--- config.mk ---
export PLATFORM = sky130hd
export DESIGN_NAME = nes_vga_scaler
export DESIGN_NICKNAME = d
export VERILOG_FILES = /design/src/rtl/nes_vga_pkg.sv /design/src/rtl/nes_line_ram.sv /design/src/rtl/nes_vga_scaler.sv
export SDC_FILE = /design/constraint.sdc
export NUM_CORES = 2
export LEC_CHECK = 0
export ABC_AREA = 1
export CAP_MARGIN = 25
export CORE_MARGIN = 1.5
export CORE_UTILIZATION = 60
export CTS_CLUSTER_SIZE = 12
export DETAILED_ROUTE_END_ITERATION = 12
export DONT_BUFFER_PORTS = 1
export PLACE_DENSITY_LB_ADDON = 0.12
export SLEW_MARGIN = 10
export SYNTH_ARGS = -nofsm -noshare
export SYNTH_HDL_FRONTEND = slang
export SYNTH_HIERARCHICAL = 1
export SYNTH_SLANG_ARGS = --single-unit
--- constraint.sdc ---
create_clock -name clk -period 3.5 [get_ports clk]
set_input_delay 0.35 -clock clk [delete_from_list [all_inputs] [get_ports clk]]
set_output_delay 0.35 -clock clk [all_outputs]
set_load 0.01 [all_outputs]
--- src/rtl/nes_vga_pkg.sv ---
// rtl/nes_vga_pkg.sv - shared constants and NES palette for the VGA line-doubling scaler
package nes_vga_pkg;

  localparam int         NES_WIDTH  = 256;
  localparam logic [9:0] H_BORDER   = 10'd64;
  localparam logic [9:0] H_TOTAL    = 10'd800;
  localparam logic [9:0] V_TOTAL    = 10'd525;
  localparam logic [9:0] V_VISIBLE  = 10'd480;
  localparam logic [9:0] H_PIX_LAST = H_BORDER + 10'(2 * NES_WIDTH) - 10'd1;

  // 64-entry NES palette, RGB444 packed as {r, g, b}
  localparam logic [11:0] NES_PALETTE [64] = '{
    12'h666, 12'h02A, 12'h10B, 12'h30A, 12'h507, 12'h603, 12'h600, 12'h410,
    12'h220, 12'h030, 12'h040, 12'h032, 12'h034, 12'h000, 12'h000, 12'h000,
    12'hAAA, 12'h05D, 12'h33F, 12'h72E, 12'hA1A, 12'hC16, 12'hC20, 12'h940,
    12'h660, 12'h080, 12'h090, 12'h085, 12'h078, 12'h000, 12'h000, 12'h000,
    12'hFFF, 12'h3BF, 12'h68F, 12'hA7F, 12'hE6F, 12'hF6B, 12'hF74, 12'hD92,
    12'hAB1, 12'h6C2, 12'h3D5, 12'h3DA, 12'h3CD, 12'h444, 12'h000, 12'h000,
    12'hFFF, 12'hBEF, 12'hCCF, 12'hDCF, 12'hFBF, 12'hFBD, 12'hFCB, 12'hFDA,
    12'hEE9, 12'hCE9, 12'hAEB, 12'hAED, 12'hAEF, 12'hAAA, 12'h000, 12'h000
  };

  function automatic logic [11:0] palette_lookup(input logic [5:0] idx);
    return NES_PALETTE[idx];
  endfunction

endpackage

--- src/rtl/nes_line_ram.sv ---
// rtl/nes_line_ram.sv - 512x6 simple dual-port RAM holding both NES line buffers
module nes_line_ram (
  input  logic       clk,
  input  logic       we,
  input  logic [8:0] waddr,
  input  logic [5:0] wdata,
  input  logic [8:0] raddr,
  output logic [5:0] rdata
);

  logic [5:0] mem [512];

  // write port, address is {buffer select, x}
  always_ff @(posedge clk) begin
    if (we) mem[waddr] <= wdata;
  end

  // registered read port
  always_ff @(posedge clk) begin
    rdata <= mem[raddr];
  end

endmodule

--- src/rtl/nes_vga_scaler.sv ---
// rtl/nes_vga_scaler.sv - 2x NES-to-VGA scaler, ping-pong line buffers; NES_VGA_SCANLINE_EN dims odd lines
module nes_vga_scaler
  import nes_vga_pkg::*;
(
  input  logic       clk,
  input  logic       rst,
  input  logic       ppu_pix_valid,
  input  logic [5:0] ppu_pix_idx,
  output logic       ppu_ready,
  input  logic       ppu_frame_start,
  input  logic [9:0] h_cnt,
  input  logic [9:0] v_cnt,
  input  logic       h_sync_in,
  input  logic       v_sync_in,
  input  logic       blank_in,
  output logic [3:0] red,
  output logic [3:0] green,
  output logic [3:0] blue,
  output logic       h_sync_out,
  output logic       v_sync_out,
  output logic       underrun
);

  logic [7:0]  wr_x;
  logic        wr_full;
  logic        wr_sel;
  logic        wr_accept;
  logic        wr_en;
  logic        swap_pt;
  logic [7:0]  rd_x;
  logic        border;
  logic [5:0]  ram_q;
  logic        hs_d1, vs_d1, blank_d1, border_d1;
  logic [11:0] pix;
  logic [11:0] rgb_q;

  assign ppu_ready = !wr_full;
  assign wr_accept = ppu_pix_valid && ppu_ready;
  // a frame start discards the pixel offered in the same cycle
  assign wr_en     = wr_accept && !ppu_frame_start;

  // swap after every second VGA line of the visible area and at the end of the frame
  assign swap_pt = (h_cnt == H_TOTAL - 10'd1) &&
                   ((v_cnt == V_TOTAL - 10'd1) || (v_cnt[0] && (v_cnt < V_VISIBLE - 10'd1)));

  assign rd_x   = 8'((h_cnt - H_BORDER) >> 1);
  assign border = (h_cnt < H_BORDER) || (h_cnt > H_PIX_LAST);

  // write pointer, buffer ownership and sticky underrun
  always_ff @(posedge clk) begin
    if (rst) begin
      wr_x     <= 8'd0;
      wr_full  <= 1'b0;
      wr_sel   <= 1'b0;
      underrun <= 1'b0;
    end else begin
      if (swap_pt) begin
        if (wr_full) begin
          wr_sel  <= ~wr_sel;
          wr_full <= 1'b0;
        end else begin
          underrun <= 1'b1;
        end
      end
      if (ppu_frame_start) begin
        wr_x <= 8'd0;
      end else if (wr_accept) begin
        wr_x <= wr_x + 8'd1;
        if (wr_x == 8'(NES_WIDTH - 1)) wr_full <= 1'b1;
      end
    end
  end

  nes_line_ram u_line_ram (
    .clk   (clk),
    .we    (wr_en),
    .waddr ({wr_sel, wr_x}),
    .wdata (ppu_pix_idx),
    .raddr ({~wr_sel, rd_x}),
    .rdata (ram_q)
  );

`ifdef NES_VGA_SCANLINE_EN
  logic vodd_d1;

  // odd-line flag travels with the read data
  always_ff @(posedge clk) begin
    if (rst) vodd_d1 <= 1'b0;
    else     vodd_d1 <= v_cnt[0];
  end

  // odd VGA lines get every component halved
  always_comb begin
    pix = palette_lookup(ram_q);
    if (vodd_d1) pix = {1'b0, pix[11:9], 1'b0, pix[7:5], 1'b0, pix[3:1]};
  end
`else
  // both lines of a doubled pair are identical
  always_comb begin
    pix = palette_lookup(ram_q);
  end
`endif

  // two-stage delay of sync/blank/border to line up with the palette stage
  always_ff @(posedge clk) begin
    if (rst) begin
      hs_d1      <= 1'b1;
      vs_d1      <= 1'b0;
      blank_d1   <= 1'b1;
      border_d1  <= 1'b1;
      h_sync_out <= 1'b1;
      v_sync_out <= 1'b0;
    end else begin
      hs_d1      <= h_sync_in;
      vs_d1      <= v_sync_in;
      blank_d1   <= blank_in;
      border_d1  <= border;
      h_sync_out <= hs_d1;
      v_sync_out <= vs_d1;
    end
  end

  // registered palette stage, black during blank and border
  always_ff @(posedge clk) begin
    if (rst)                        rgb_q <= 12'h000;
    else if (blank_d1 || border_d1) rgb_q <= 12'h000;
    else                            rgb_q <= pix;
  end

  assign {red, green, blue} = rgb_q;

endmodule

==> flow_summary.ini <==
[synth]
synth-simple-area-share = 0.233
syn_avg_cell_area_um2 = 11.7
synthXorXnorAreaFrac = 0.000275
synthAdderAreaFrac = 0.000884
synth.area.mux_share = 0
synth-async-reset-ratio = 0
synth_edf_count = 3072
ys_ff_latch = 3107
synth_top_family_by_area = simple AND/OR/NAND/NOR gates
netlist_instances = 10900
yosys_warnings = 6
synth_compound_area_frac = 0.00298
ys_seq_area_frac = 0.730
synth_flop_cell = edfxtp_1
syn_nets = 10942
synth_cell_types = 40
netlist_area_mm2 = 0.127

[die]
io-pin-count = 49
die_x_um = 464
coreArea_mm2 = 0.210
start_util = 0.606
row_count = 168
die_area_mm2 = 0.215
die_h_um = 464

[critical_path]
critPathKind = in -> reg
cp-end-kind = register
reg2reg_from = wr_full
crit_fanout = 512
crit_required_ns = 2.40
cp-start-kind = input pin
setup.worst_path.start = ppu_pix_idx[5]
cp.arrival_ns = 3.26

[clock_network]
cts.sinks = 3107
cts_resized = 0
clkTransAtPathRegs_ns = 0.05
cts_tree = built
cts_buffers = 330
clock_latency_ns = 0.93
post-cts-setup-buffer-count = 0
cts.path.max_buffers = 4
htree_num_levels = 5
cts_hold_buf = 11
cts_root_buf = clkbuf_16

[timing]
slew_headroom = -3.03
tightest_slew_ns = 6.04
finalCritPeriodShare = 1.24
tns_ns = -142.99
max_freq_ghz = 0.230
hold_violations = 1032
fin_crit_ns = 4.35
fin_hold_ws_ns = -0.467
setup_slack_ns = -0.851
drv_slew = 546
fin_worst_skew_ns = 0.0348
setup_viol = 288
rsz0062_at_grt = no

[routing]
drc = 0
dr.pass1.iters = 8
routed_via_density = 6.25
wire_per_inst_um = 24.9
vias = 85294
dr_wl_met3_um = 33500
drt_wl_total_um = 340000
top_layer = met5
met2_length_um = 158000
drt_iter0_drc = 11325
drt-met1-wl_um = 136000
ant_nets = 0

[power]
switching_share = 0.212
p_int_uw = 59800
p_clk_frac = 0.408
vdd_ir_drop_max_mv = 0.576
pwr-share-comb = 0.051
p_switching_uw = 16100
total_power_uw = 75900
seq_power_share = 0.541
power.density_mw_per_mm2 = 547
p_leak_uw = 0.0480

[finish]
fin_util = 0.660
drive_above_1_share = 0.0556
final_area_mm2 = 0.139
synthToLayoutAreaGrowth_pct = 8.95
nets = 10713

[run]
maxCapViolations = 0

[outcome]
failed_checks = hold timing, slew limit, setup timing
status = finished with violations

[place]
port_buffers = 0
routabilityCongestion = 0.889
dp_hpwl_um = 173000
place_area_mm2 = 0.129

[worst_hold_path]
hp-start = ppu_pix_idx[4]
hold_path.class = in -> reg

[grt]
antenna_found_initial = 12
grt_pass1_wl_um = 506000
overflow = 0
grt_start_max_net_pins = 1539
grt_util_all_layers = 0.311
grt_pass1_vias = 81006
## area by class of cell
class                           count  area (µm²)
Timing Repair Buffer              206        2450
Multi-Input combinational cell   6945       30300
Clock inverter                     86         520
Inverter                           81         347
Clock buffer                      415        8660
Tap cell                         2805        3510
Sequential cell                  3107       92900
Antenna cell                        5        12.5
Fill cell                       15623       71400
## cell usage after synthesis, drive strengths merged (4+ instances only)
library cell / n / area, µm²
nand2: 3202 / 12000
nand3: 3087 / 15400
edfxtp: 3072 / 92200
buf: 622 / 3360
nor2: 554 / 2090
clkbuf: 145 / 546
inv: 79 / 299
dfxtp: 35 / 701
a21oi: 27 / 143
o21ai: 26 / 134
nor3: 14 / 75.1
ha: 9 / 113
nand4: 4 / 25.0
## sequential cells by signal, indices dropped and copies added, names as in the netlist
signal / count
wr_full: 1
blank_d1: 1
hs_d1: 1
border_d1: 1
wr_sel: 1
v_sync_out: 1
vs_d1: 1
u_line_ram/rdata: 6
h_sync_out: 1
underrun: 1
wr_x: 8
rgb_q: 12
u_line_ram/mem: 3072
## cell usage in the layout, fill, tap and decap left out, types with 4 or more instances in the layout
cell           synthesis  final
nand2_1             3200   3185
nand3_1             3087   3087
edfxtp_1            3072   3072
nor2_1               550    549
clkbuf_16              0    335
buf_4                 82    129
clkbuf_1             144     80
inv_1                 74     71
buf_12                 1     58
clkinv_1               2     52
dfxtp_1               35     35
a21oi_1               25     25
clkinv_2               0     22
o21ai_0               20     19
nand2_4                0     15
nor3_1                13     13
dlygate4sd3_1          0     11
ha_1                   9      9
inv_6                  0      8
o21ai_1                5      6
buf_16                 0      6
diode_2                0      5
bufinv_16              0      5
inv_2                  4      4
nand4_1                4      4
nor2_2                 3      4
## cell families (layout without fill, tap and decap cells)
logic type      count (synthesis)  in the layout
xor+xnor                        4              4
flops                        3107           3107
compound gates                 67             67
buf+inv                       848            788
fa+ha+maj                       9              9
other cells                     0              5
simple gates                 6865           6865
## routing by layer
| metal | GRT usage | vias up |
|---|---|---|
| li1 | - | 38074 |
| met1 | 0.446 | 41759 |
| met2 | 0.484 | 4695 |
| met3 | 0.0497 | 760 |
| met4 | 0.117 | 6 |
| met5 | 0 | - |
## power groups by stage
stage,clock network (µW),logic (µW),registers (µW)
floorplan,0,2800,41700
CTS,31300,3470,41000
global placement,0,3410,41800
global route,32700,4170,41000
finish,31000,3870,41000
detailed placement,0,3430,41800
## path summary, 6_finish.rpt
kind                                               end  slack [ns]  cells after the start
worst min register to register              v_sync_out        0.41                      2
worst min-delay path            u_line_ram/mem[502][4]       -0.47                      0
worst max register to register  u_line_ram/mem[295][4]        0.46                      9
worst max-delay path             u_line_ram/mem[42][5]       -0.85                      0
## metrics by stage
stage | setup slack (ns) | cells | hold WS, ns
after floorplan | 1.37 | 10900 | 0.388
after global routing | 0.142 | 13647 | -0.509
after detailed placement | 0.205 | 13125 | 0.398
after CTS | 0.492 | 13637 | -0.477
after global placement | 0.161 | 13125 | 0.391
final | -0.851 | 13650 | -0.467
(Power assumes the default switching activity.)
